<file path="config.mk">
export PLATFORM = sky130hd
export DESIGN_NAME = ov7670_capture
export DESIGN_NICKNAME = d
export VERILOG_FILES = /design/src/rtl/ov7670_pkg.sv /design/src/rtl/ov7670_capture_sync_fifo.sv /design/src/rtl/ov7670_capture.sv
export SDC_FILE = /design/constraint.sdc
export NUM_CORES = 1
export LEC_CHECK = 0
export ABC_AREA = 1
export CORE_MARGIN = 2
export CORE_UTILIZATION = 40
export CTS_BUF_LIST = sky130_fd_sc_hd__clkbuf_4 sky130_fd_sc_hd__clkbuf_8
export CTS_CLUSTER_DIAMETER = 80
export CTS_CLUSTER_SIZE = 25
export DETAILED_ROUTE_END_ITERATION = 16
export GPL_TIMING_DRIVEN = 0
export HOLD_SLACK_MARGIN = 0.06
export PLACE_DENSITY = 0.64
export SETUP_SLACK_MARGIN = 0.2
export SKIP_CTS_REPAIR_TIMING = 1
export SLEW_MARGIN = 20
export SYNTH_ARGS = -nofsm -noshare
export SYNTH_HDL_FRONTEND = slang
export SYNTH_SLANG_ARGS = --single-unit
export TNS_END_PERCENT = 5
</file>
<file path="constraint.sdc">
create_clock -name clk -period 4.9 [get_ports clk]
set_input_delay 0.49 -clock clk [delete_from_list [all_inputs] [get_ports clk]]
set_output_delay 0.49 -clock clk [all_outputs]
set_load 0.01 [all_outputs]
</file>
<file path="src/rtl/ov7670_pkg.sv">
// Shared types for the OV7670 capture block: FSM states, the pixel word carried
// through the output FIFO, and the default FIFO depth.
package ov7670_pkg;

    localparam int FIFO_DEPTH_DEF = 4;

    typedef enum logic [1:0] {
        IDLE    = 2'd0,
        WAIT_VS = 2'd1,
        ACTIVE  = 2'd2
    } state_t;

    typedef struct packed {
        logic [15:0] data;
        logic        sof;
        logic        sol;
    } pixel_t;

    localparam int PIXEL_W = $bits(pixel_t);

endpackage

</file>
<file path="src/rtl/ov7670_capture_sync_fifo.sv">
// Single-clock FIFO, combinational read port, 1-cycle write-to-empty-flag latency.
// A write while full is accepted only when a read retires an entry in the same cycle.
module sync_fifo #(
    parameter int WIDTH = 18,
    parameter int DEPTH = 4
) (
    input  logic             clk,
    input  logic             rst,
    input  logic             wr_en,
    input  logic [WIDTH-1:0] wr_data,
    input  logic             rd_en,
    output logic [WIDTH-1:0] rd_data,
    output logic             full,
    output logic             empty
);

    localparam int AW = $clog2(DEPTH);

    logic [AW:0]      wr_ptr_q, wr_ptr_d;
    logic [AW:0]      rd_ptr_q, rd_ptr_d;
    logic [WIDTH-1:0] mem_q [DEPTH];
    logic             do_wr, do_rd;

    assign empty   = (wr_ptr_q == rd_ptr_q);
    assign full    = (wr_ptr_q[AW] != rd_ptr_q[AW]) &&
                     (wr_ptr_q[AW-1:0] == rd_ptr_q[AW-1:0]);
    assign do_rd   = rd_en && !empty;
    assign do_wr   = wr_en && (!full || do_rd);
    assign rd_data = mem_q[rd_ptr_q[AW-1:0]];

    always_comb begin
        wr_ptr_d = wr_ptr_q;
        rd_ptr_d = rd_ptr_q;
        if (do_wr) wr_ptr_d = wr_ptr_q + (AW+1)'(1);
        if (do_rd) rd_ptr_d = rd_ptr_q + (AW+1)'(1);
    end

    always_ff @(posedge clk) begin
        if (rst) begin
            wr_ptr_q <= '0;
            rd_ptr_q <= '0;
        end else begin
            wr_ptr_q <= wr_ptr_d;
            rd_ptr_q <= rd_ptr_d;
        end
    end

    // Storage needs no reset: the pointers alone define what is valid.
    always_ff @(posedge clk) begin
        if (do_wr) mem_q[wr_ptr_q[AW-1:0]] <= wr_data;
    end

endmodule

</file>
<file path="src/rtl/ov7670_capture.sv">
// OV7670 byte-stream to RGB565 pixel stream; pixel valid 1 clk after its low-byte strobe.
// Valid/ready output through a small FIFO; a pixel arriving while it is full and not popping is dropped and flagged.
module ov7670_capture
    import ov7670_pkg::*;
#(
    parameter int FIFO_DEPTH = FIFO_DEPTH_DEF,
    parameter int MAX_X      = 640
) (
    input  logic        clk,
    input  logic        rst,
    input  logic        plk,
    input  logic [7:0]  D,
    input  logic        vsync,
    input  logic        hsync,
    input  logic        enable,
    output logic [15:0] m_data,
    output logic        m_sof,
    output logic        m_sol,
    output logic        m_valid,
    input  logic        m_ready,
    output logic        frame_done,
    output logic        overflow,
    input  logic        clear_ovf
);

    localparam int XW = $clog2(MAX_X);

    logic          plk_s1_q, plk_s1_d, plk_s2_q, plk_s2_d, plk_prev_q, plk_prev_d;
    logic          vs_s1_q, vs_s1_d, vs_s2_q, vs_s2_d, vs_prev_q, vs_prev_d;
    logic          hs_s1_q, hs_s1_d, hs_s2_q, hs_s2_d, hs_prev_q, hs_prev_d;
    logic [7:0]    d_s1_q, d_s1_d, d_s2_q, d_s2_d;
    state_t        state_q, state_d;
    logic          phase_q, phase_d;
    logic [7:0]    hi_q, hi_d;
    logic          sof_pend_q, sof_pend_d;
    logic [XW-1:0] x_q, x_d;
    logic          ovf_q, ovf_d;

    logic          strobe, byte_vld, vs_rise, vs_fall, hs_rise, hs_fall;
    logic          phase_cur;
    logic [XW-1:0] x_cur;
    logic          push_req, drop, rd_en, fifo_full, fifo_empty;
    pixel_t        push_pix, rd_pix;

    always_comb begin
        plk_s1_d   = plk;
        plk_s2_d   = plk_s1_q;
        plk_prev_d = plk_s2_q;
        vs_s1_d    = vsync;
        vs_s2_d    = vs_s1_q;
        vs_prev_d  = vs_s2_q;
        hs_s1_d    = hsync;
        hs_s2_d    = hs_s1_q;
        hs_prev_d  = hs_s2_q;
        d_s1_d     = D;
        d_s2_d     = d_s1_q;
    end

    assign strobe   = plk_s2_q & ~plk_prev_q;
    assign byte_vld = strobe & hs_s2_q;
    assign vs_rise  = vs_s2_q & ~vs_prev_q;
    assign vs_fall  = ~vs_s2_q & vs_prev_q;
    assign hs_rise  = hs_s2_q & ~hs_prev_q;
    assign hs_fall  = ~hs_s2_q & hs_prev_q;

    always_comb begin
        state_d    = state_q;
        frame_done = 1'b0;
        case (state_q)
            IDLE:    if (enable && vs_rise) state_d = WAIT_VS;
            WAIT_VS: if (vs_fall) state_d = ACTIVE;
            ACTIVE: begin
                if (vs_rise) begin
                    frame_done = 1'b1;
                    state_d    = enable ? WAIT_VS : IDLE;
                end
            end
            default: state_d = IDLE;
        endcase
    end

    // An hsync rise in the same cycle as a byte strobe must already apply to that byte.
    assign phase_cur = hs_rise ? 1'b0 : phase_q;
    assign x_cur     = hs_rise ? '0 : x_q;

    always_comb begin
        phase_d    = phase_q;
        hi_d       = hi_q;
        sof_pend_d = sof_pend_q;
        x_d        = x_q;
        push_req   = 1'b0;
        push_pix   = '0;
        if (state_q == WAIT_VS && vs_fall) sof_pend_d = 1'b1;
        if (state_q == ACTIVE && !vs_rise) begin
            phase_d = hs_fall ? 1'b0 : phase_cur;
            x_d     = x_cur;
            if (byte_vld) begin
                if (!phase_cur) begin
                    hi_d    = d_s2_q;
                    phase_d = 1'b1;
                end else begin
                    push_req      = 1'b1;
                    push_pix.data = {hi_q, d_s2_q};
                    push_pix.sof  = sof_pend_q;
                    push_pix.sol  = (x_cur == '0) || sof_pend_q;
                    phase_d       = 1'b0;
                    sof_pend_d    = 1'b0;
                    if (x_cur != XW'(MAX_X - 1)) x_d = x_cur + XW'(1);
                end
            end
        end else begin
            phase_d = 1'b0;
        end
    end

    assign rd_en = m_valid & m_ready;
    assign drop  = push_req & fifo_full & ~rd_en;

    always_comb begin
        ovf_d = ovf_q;
        if (drop)           ovf_d = 1'b1;
        else if (clear_ovf) ovf_d = 1'b0;
    end

    always_ff @(posedge clk) begin
        if (rst) begin
            plk_s1_q   <= 1'b0;
            plk_s2_q   <= 1'b0;
            plk_prev_q <= 1'b0;
            vs_s1_q    <= 1'b0;
            vs_s2_q    <= 1'b0;
            vs_prev_q  <= 1'b0;
            hs_s1_q    <= 1'b0;
            hs_s2_q    <= 1'b0;
            hs_prev_q  <= 1'b0;
            d_s1_q     <= '0;
            d_s2_q     <= '0;
            state_q    <= IDLE;
            phase_q    <= 1'b0;
            hi_q       <= '0;
            sof_pend_q <= 1'b0;
            x_q        <= '0;
            ovf_q      <= 1'b0;
        end else begin
            plk_s1_q   <= plk_s1_d;
            plk_s2_q   <= plk_s2_d;
            plk_prev_q <= plk_prev_d;
            vs_s1_q    <= vs_s1_d;
            vs_s2_q    <= vs_s2_d;
            vs_prev_q  <= vs_prev_d;
            hs_s1_q    <= hs_s1_d;
            hs_s2_q    <= hs_s2_d;
            hs_prev_q  <= hs_prev_d;
            d_s1_q     <= d_s1_d;
            d_s2_q     <= d_s2_d;
            state_q    <= state_d;
            phase_q    <= phase_d;
            hi_q       <= hi_d;
            sof_pend_q <= sof_pend_d;
            x_q        <= x_d;
            ovf_q      <= ovf_d;
        end
    end

    sync_fifo #(
        .WIDTH (PIXEL_W),
        .DEPTH (FIFO_DEPTH)
    ) u_fifo (
        .clk     (clk),
        .rst     (rst),
        .wr_en   (push_req),
        .wr_data (push_pix),
        .rd_en   (rd_en),
        .rd_data (rd_pix),
        .full    (fifo_full),
        .empty   (fifo_empty)
    );

    // Storage is unreset, so the payload is masked whenever nothing is valid.
    assign m_valid  = ~fifo_empty;
    assign m_data   = m_valid ? rd_pix.data : '0;
    assign m_sof    = m_valid & rd_pix.sof;
    assign m_sol    = m_valid & rd_pix.sol;
    assign overflow = ovf_q;

endmodule

</file>
==> flow_summary.html <==
<table>
<tr><th>Metric</th><th>Value</th></tr>
<tr><th colspan="2">Worst setup path</th></tr>
<tr><td>Category of the worst setup path launch point</td><td>register</td></tr>
<tr><td>Critical path, cell by cell</td><td>buf_2, clkinv_1, buf_1, nor2_1, o32ai_1, nand2_1, inv_1, clkdlybuf4s50_1</td></tr>
<tr><td>Critical path buffers and inverters</td><td>5</td></tr>
<tr><td>Arrival time of data at the critical path endpoint</td><td>2.66 ns</td></tr>
<tr><td>Max incr delay on CP</td><td>0.53 ns</td></tr>
<tr><td>Largest fanout on the critical path</td><td>10</td></tr>
<tr><td>WS Path Type</td><td>register to output pin</td></tr>
<tr><td>Required arrival time at the worst endpoint</td><td>4.41 ns</td></tr>
<tr><td>Slowest cell on the critical path</td><td>clkdlybuf4s50_1</td></tr>
<tr><td>Family of cells with the greatest summed delay on the critical path</td><td>buffers and inverters</td></tr>
<tr><td>Crit end category</td><td>output pin</td></tr>
<tr><th colspan="2">Global route</th></tr>
<tr><td>Initial antenna violation count</td><td>0</td></tr>
<tr><td>Maximum number of pins on one net before global-route repair</td><td>19</td></tr>
<tr><td>Wire length of the first global-routing pass</td><td>17,700 um</td></tr>
<tr><td>Overall global routing resource usage</td><td>16.3%</td></tr>
<tr><td>Overflow left after global routing</td><td>0</td></tr>
<tr><td>Vias in the first global route</td><td>3,622</td></tr>
<tr><th colspan="2">Power and ir drop</th></tr>
<tr><td>Peak VDD IR</td><td>0.183 mV</td></tr>
<tr><td>Lkg Pwr</td><td>2.68 nW</td></tr>
<tr><td>Total power divided by cell area</td><td>381 nW/um^2</td></tr>
<tr><th colspan="2">CTS</th></tr>
<tr><td>H-tree levels</td><td>4</td></tr>
<tr><td>Clock latency reported for the late side of the worst-skew pair</td><td>0.44 ns</td></tr>
<tr><td>Clock buffer depth</td><td>2</td></tr>
<tr><td>Clock tree from TritonCTS</td><td>yes</td></tr>
<tr><td>Register clock-pin slew on the reported worst setup and hold paths</td><td>0.07 ns</td></tr>
<tr><td>Clock root buffer</td><td>clkbuf_8</td></tr>
<tr><td># clock sinks</td><td>128</td></tr>
<tr><td>Inserted Clock Buffers</td><td>17</td></tr>
<tr><th colspan="2">STA</th></tr>
<tr><td>Post-route minimum period</td><td>3.15 ns</td></tr>
<tr><td>Actual transition at the worst max-transition pin</td><td>0.887 ns</td></tr>
<tr><td>Pins over their slew limit</td><td>0</td></tr>
<tr><td>Final setup TNS</td><td>0 ns</td></tr>
<tr><td>FMAX</td><td>318 MHz</td></tr>
<tr><td>Slew Limit Headroom</td><td>40.8%</td></tr>
<tr><td>Count of final hold-check violations</td><td>0</td></tr>
<tr><td>Worst clock skew on the final layout</td><td>0.00762 ns</td></tr>
<tr><td>Final cycle utilization of the critical path</td><td>64.3%</td></tr>
<tr><td>Number of setup violations in the final report</td><td>0</td></tr>
<tr><td>Unrepaired setup endpoints after global routing</td><td>false</td></tr>
<tr><th colspan="2">Logic synthesis</th></tr>
<tr><td>Net Count, Synth</td><td>570</td></tr>
<tr><td>Count of flip-flops with a built-in enable after synthesis</td><td>72</td></tr>
<tr><td>Fraction of registers with async set or reset after synthesis</td><td>0%</td></tr>
<tr><td>Post-synthesis instance area</td><td>5270 um^2</td></tr>
<tr><td>Synthesis-stage register bit count</td><td>128</td></tr>
<tr><td>Syn Area/Cell</td><td>9.59 um^2</td></tr>
<tr><td>Post-Synthesis Cells</td><td>549</td></tr>
<tr><td>Library cell with the largest summed area after synthesis</td><td>edfxtp_1</td></tr>
<tr><td>Top area cells in the synthesized netlist</td><td>edfxtp_1 41%, dfxtp_1 21%, nor2_1 8.6%, inv_1 6.5%, nand2_1 3.6%</td></tr>
<tr><td>Prevailing post-synth register cell</td><td>edfxtp_1</td></tr>
<tr><td>Count of cell types in the netlist</td><td>33</td></tr>
<tr><td>Number of warning messages in the yosys log</td><td>0</td></tr>
<tr><td>Fraction of post-synthesis cell area in the top cell type by area</td><td>41.1%</td></tr>
<tr><td>Sequential element share of the synthesized area</td><td>62.4%</td></tr>
<tr><th colspan="2">Final layout</th></tr>
<tr><td>Net count, final</td><td>626</td></tr>
<tr><td>Sequential cell area in the final layout</td><td>3280 um^2</td></tr>
<tr><td># diodes</td><td>0</td></tr>
<tr><td>Area used by multi-input combinational logic</td><td>1540 um^2</td></tr>
<tr><td>Fill cell count</td><td>1,179</td></tr>
<tr><td>Non-Filler Instances</td><td>790</td></tr>
<tr><td>Layout cell share with drive strength beyond 1</td><td>10.2%</td></tr>
<tr><td>Layout-stage area growth over the synthesis result</td><td>20.4%</td></tr>
<tr><th colspan="2">Floorplan</th></tr>
<tr><td>Die footprint</td><td>14,100 um^2</td></tr>
<tr><td>Effective utilization at floorplan</td><td>41.4%</td></tr>
<tr><td>FP Rows</td><td>41</td></tr>
<tr><td>Die height</td><td>119 um</td></tr>
<tr><td>Core Footprint</td><td>12,700 um^2</td></tr>
<tr><td>Die width</td><td>119 um</td></tr>
<tr><td>Total I/O pin count</td><td>37</td></tr>
<tr><th colspan="2">Detailed routing</th></tr>
<tr><td>Number of design-rule violations left by the first detailed-router iteration</td><td>292</td></tr>
<tr><td>DRC violations left</td><td>0</td></tr>
<tr><td>Overall routed net length</td><td>11,000 um</td></tr>
<tr><td>Remaining antenna violation count after routing</td><td>0</td></tr>
<tr><td>Number of vias after detailed routing</td><td>3,797</td></tr>
<tr><td>Pre-antenna DRT Iters</td><td>5</td></tr>
<tr><td>Ratio of routed vias to standard cells</td><td>4.81</td></tr>
<tr><td>DR WL/cell</td><td>13.9 um</td></tr>
<tr><th colspan="2">Placed design</th></tr>
<tr><td>Count of port buffers added during placement</td><td>35</td></tr>
<tr><td>Routability congestion estimate from global placement</td><td>0.795</td></tr>
<tr><td>Placed insts</td><td>758</td></tr>
<tr><td>DPL Wire Length</td><td>7350 um</td></tr>
<tr><th colspan="2">Run</th></tr>
<tr><td>Total of max-cap violations</td><td>0</td></tr>
<tr><th colspan="2">Outcome</th></tr>
<tr><td>Result of the run</td><td>finished clean</td></tr>
<tr><th colspan="2">Hold path</th></tr>
<tr><td>Class of the tightest hold or removal check</td><td>register to register</td></tr>
</table>
[logic make-up (layout without fill, tap and decap cells)]
| kind of cell | after synthesis | count (layout) | share of synthesized area (%) |
|---|---|---|---|
| fa+ha+maj | 5 | 5 | 1.19 |
| buf+inv | 116 | 185 | 8.60 |
| compound gates | 85 | 85 | 9.70 |
| xor+xnor | 3 | 3 | 0.499 |
| flops | 128 | 128 | 62.4 |
| simple gates | 212 | 212 | 17.7 |
[where the power goes]
group / internal, mW / switching [mW]
combinational: 0.0983 / 0.135
sequential: 1.14 / 0.00671
clock: 0.626 / 0.411
[through the flow]
| stage | util [%] | instance area (um^2) | hold WS (ns) | power, mW | setup slack [ns] |
|---|---|---|---|---|---|
| after global routing | 49.8 | 6340 | 0.426 | 2.51 | 1.51 |
| final | 49.8 | 6340 | 0.403 | 2.41 | 1.75 |
| after detailed placement | 46.2 | 5870 | 0.393 | 1.40 | 2.20 |
| after global placement | 45.8 | 5830 | 0.393 | 1.40 | 1.61 |
| after CTS | 49.8 | 6340 | 0.404 | 2.43 | 1.72 |
| after floorplan | - | 5270 | 0.388 | 1.30 | 2.73 |
[cells in the final DEF (no fill, tap or decap), drive strengths merged, types with 2 or more instances in the layout]
| master | instances |
|---|---|
| o32ai | 18 |
| edfxtp | 72 |
| nand4 | 8 |
| a21oi | 26 |
| buf | 11 |
| bufinv | 5 |
| clkinv | 7 |
| o21ai | 38 |
| nor2 | 124 |
| clkinvlp | 2 |
| dfxtp | 56 |
| inv | 93 |
| nor4 | 2 |
| ha | 5 |
| xnor2 | 3 |
| nor3 | 4 |
| nand2 | 56 |
| clkdlybuf4s50 | 35 |
| nand3 | 17 |
| clkbuf | 32 |
[sequential cells by signal, summed over array words and instances, names as in the netlist, 2 cells and up, named ones only]
register and flops:
d_s1_q 8, d_s2_q 8, hi_q 8, state_q 2, u_fifo.mem_q 72, u_fifo.rd_ptr_q 3
u_fifo.wr_ptr_q 3, x_q 10
[layer usage]
| layer | GRT usage, % | part of all wire, % |
|---|---|---|
| met1 | 19.9 | 44 |
| met2 | 27.6 | 49 |
| met3 | 3.81 | 5.1 |
| met4 | 6.92 | 1.1 |
| met5 | 0 | 0 |
[worst paths after layout]
path | slack, ns | from | cells past startpoint | endpoint
max | 1.75 | register | 8 | m_data[4]
min | 0.40 | hs_s1_q | 2 | hs_prev_d
max reg2reg | 2.60 | state_q[1] | 9 | u_fifo.mem_q[0][15]
min reg2reg | 0.40 | hs_s1_q | 2 | hs_prev_d
[cell usage after synthesis, types with 2 or more instances]
library cell and number:
nand4_1 8, nand2_1 50, nand3_1 16, buf_2 7
a21oi_2 2, a21oi_1 24, inv_1 91, o32ai_1 18
nand2_4 3, ha_1 5, nor4_1 2, xnor2_1 3
nor3_1 2, clkbuf_1 13, o21ai_0 37, nor2_2 2
nor2_1 120, dfxtp_1 56, nor3_4 2, edfxtp_1 72
nand2_2 3, nor2_4 2
[area by class of cell]
class,count,area share [%]
Clock buffer,19,4.03
Clock inverter,13,3.32
Multi-Input combinational cell,305,24.3
Sequential cell,128,51.8
Inverter,94,5.59
Tap cell,172,3.40
Buffer,22,1.56
Timing Repair Buffer,37,6.00
[worst min-delay path: stages (launching register included)]
cell and delay, ns:
dfxtp_1 0.30, inv_1 0.04, nor2_1 0.03
Note: power is estimated with default switching activity, not from simulation.
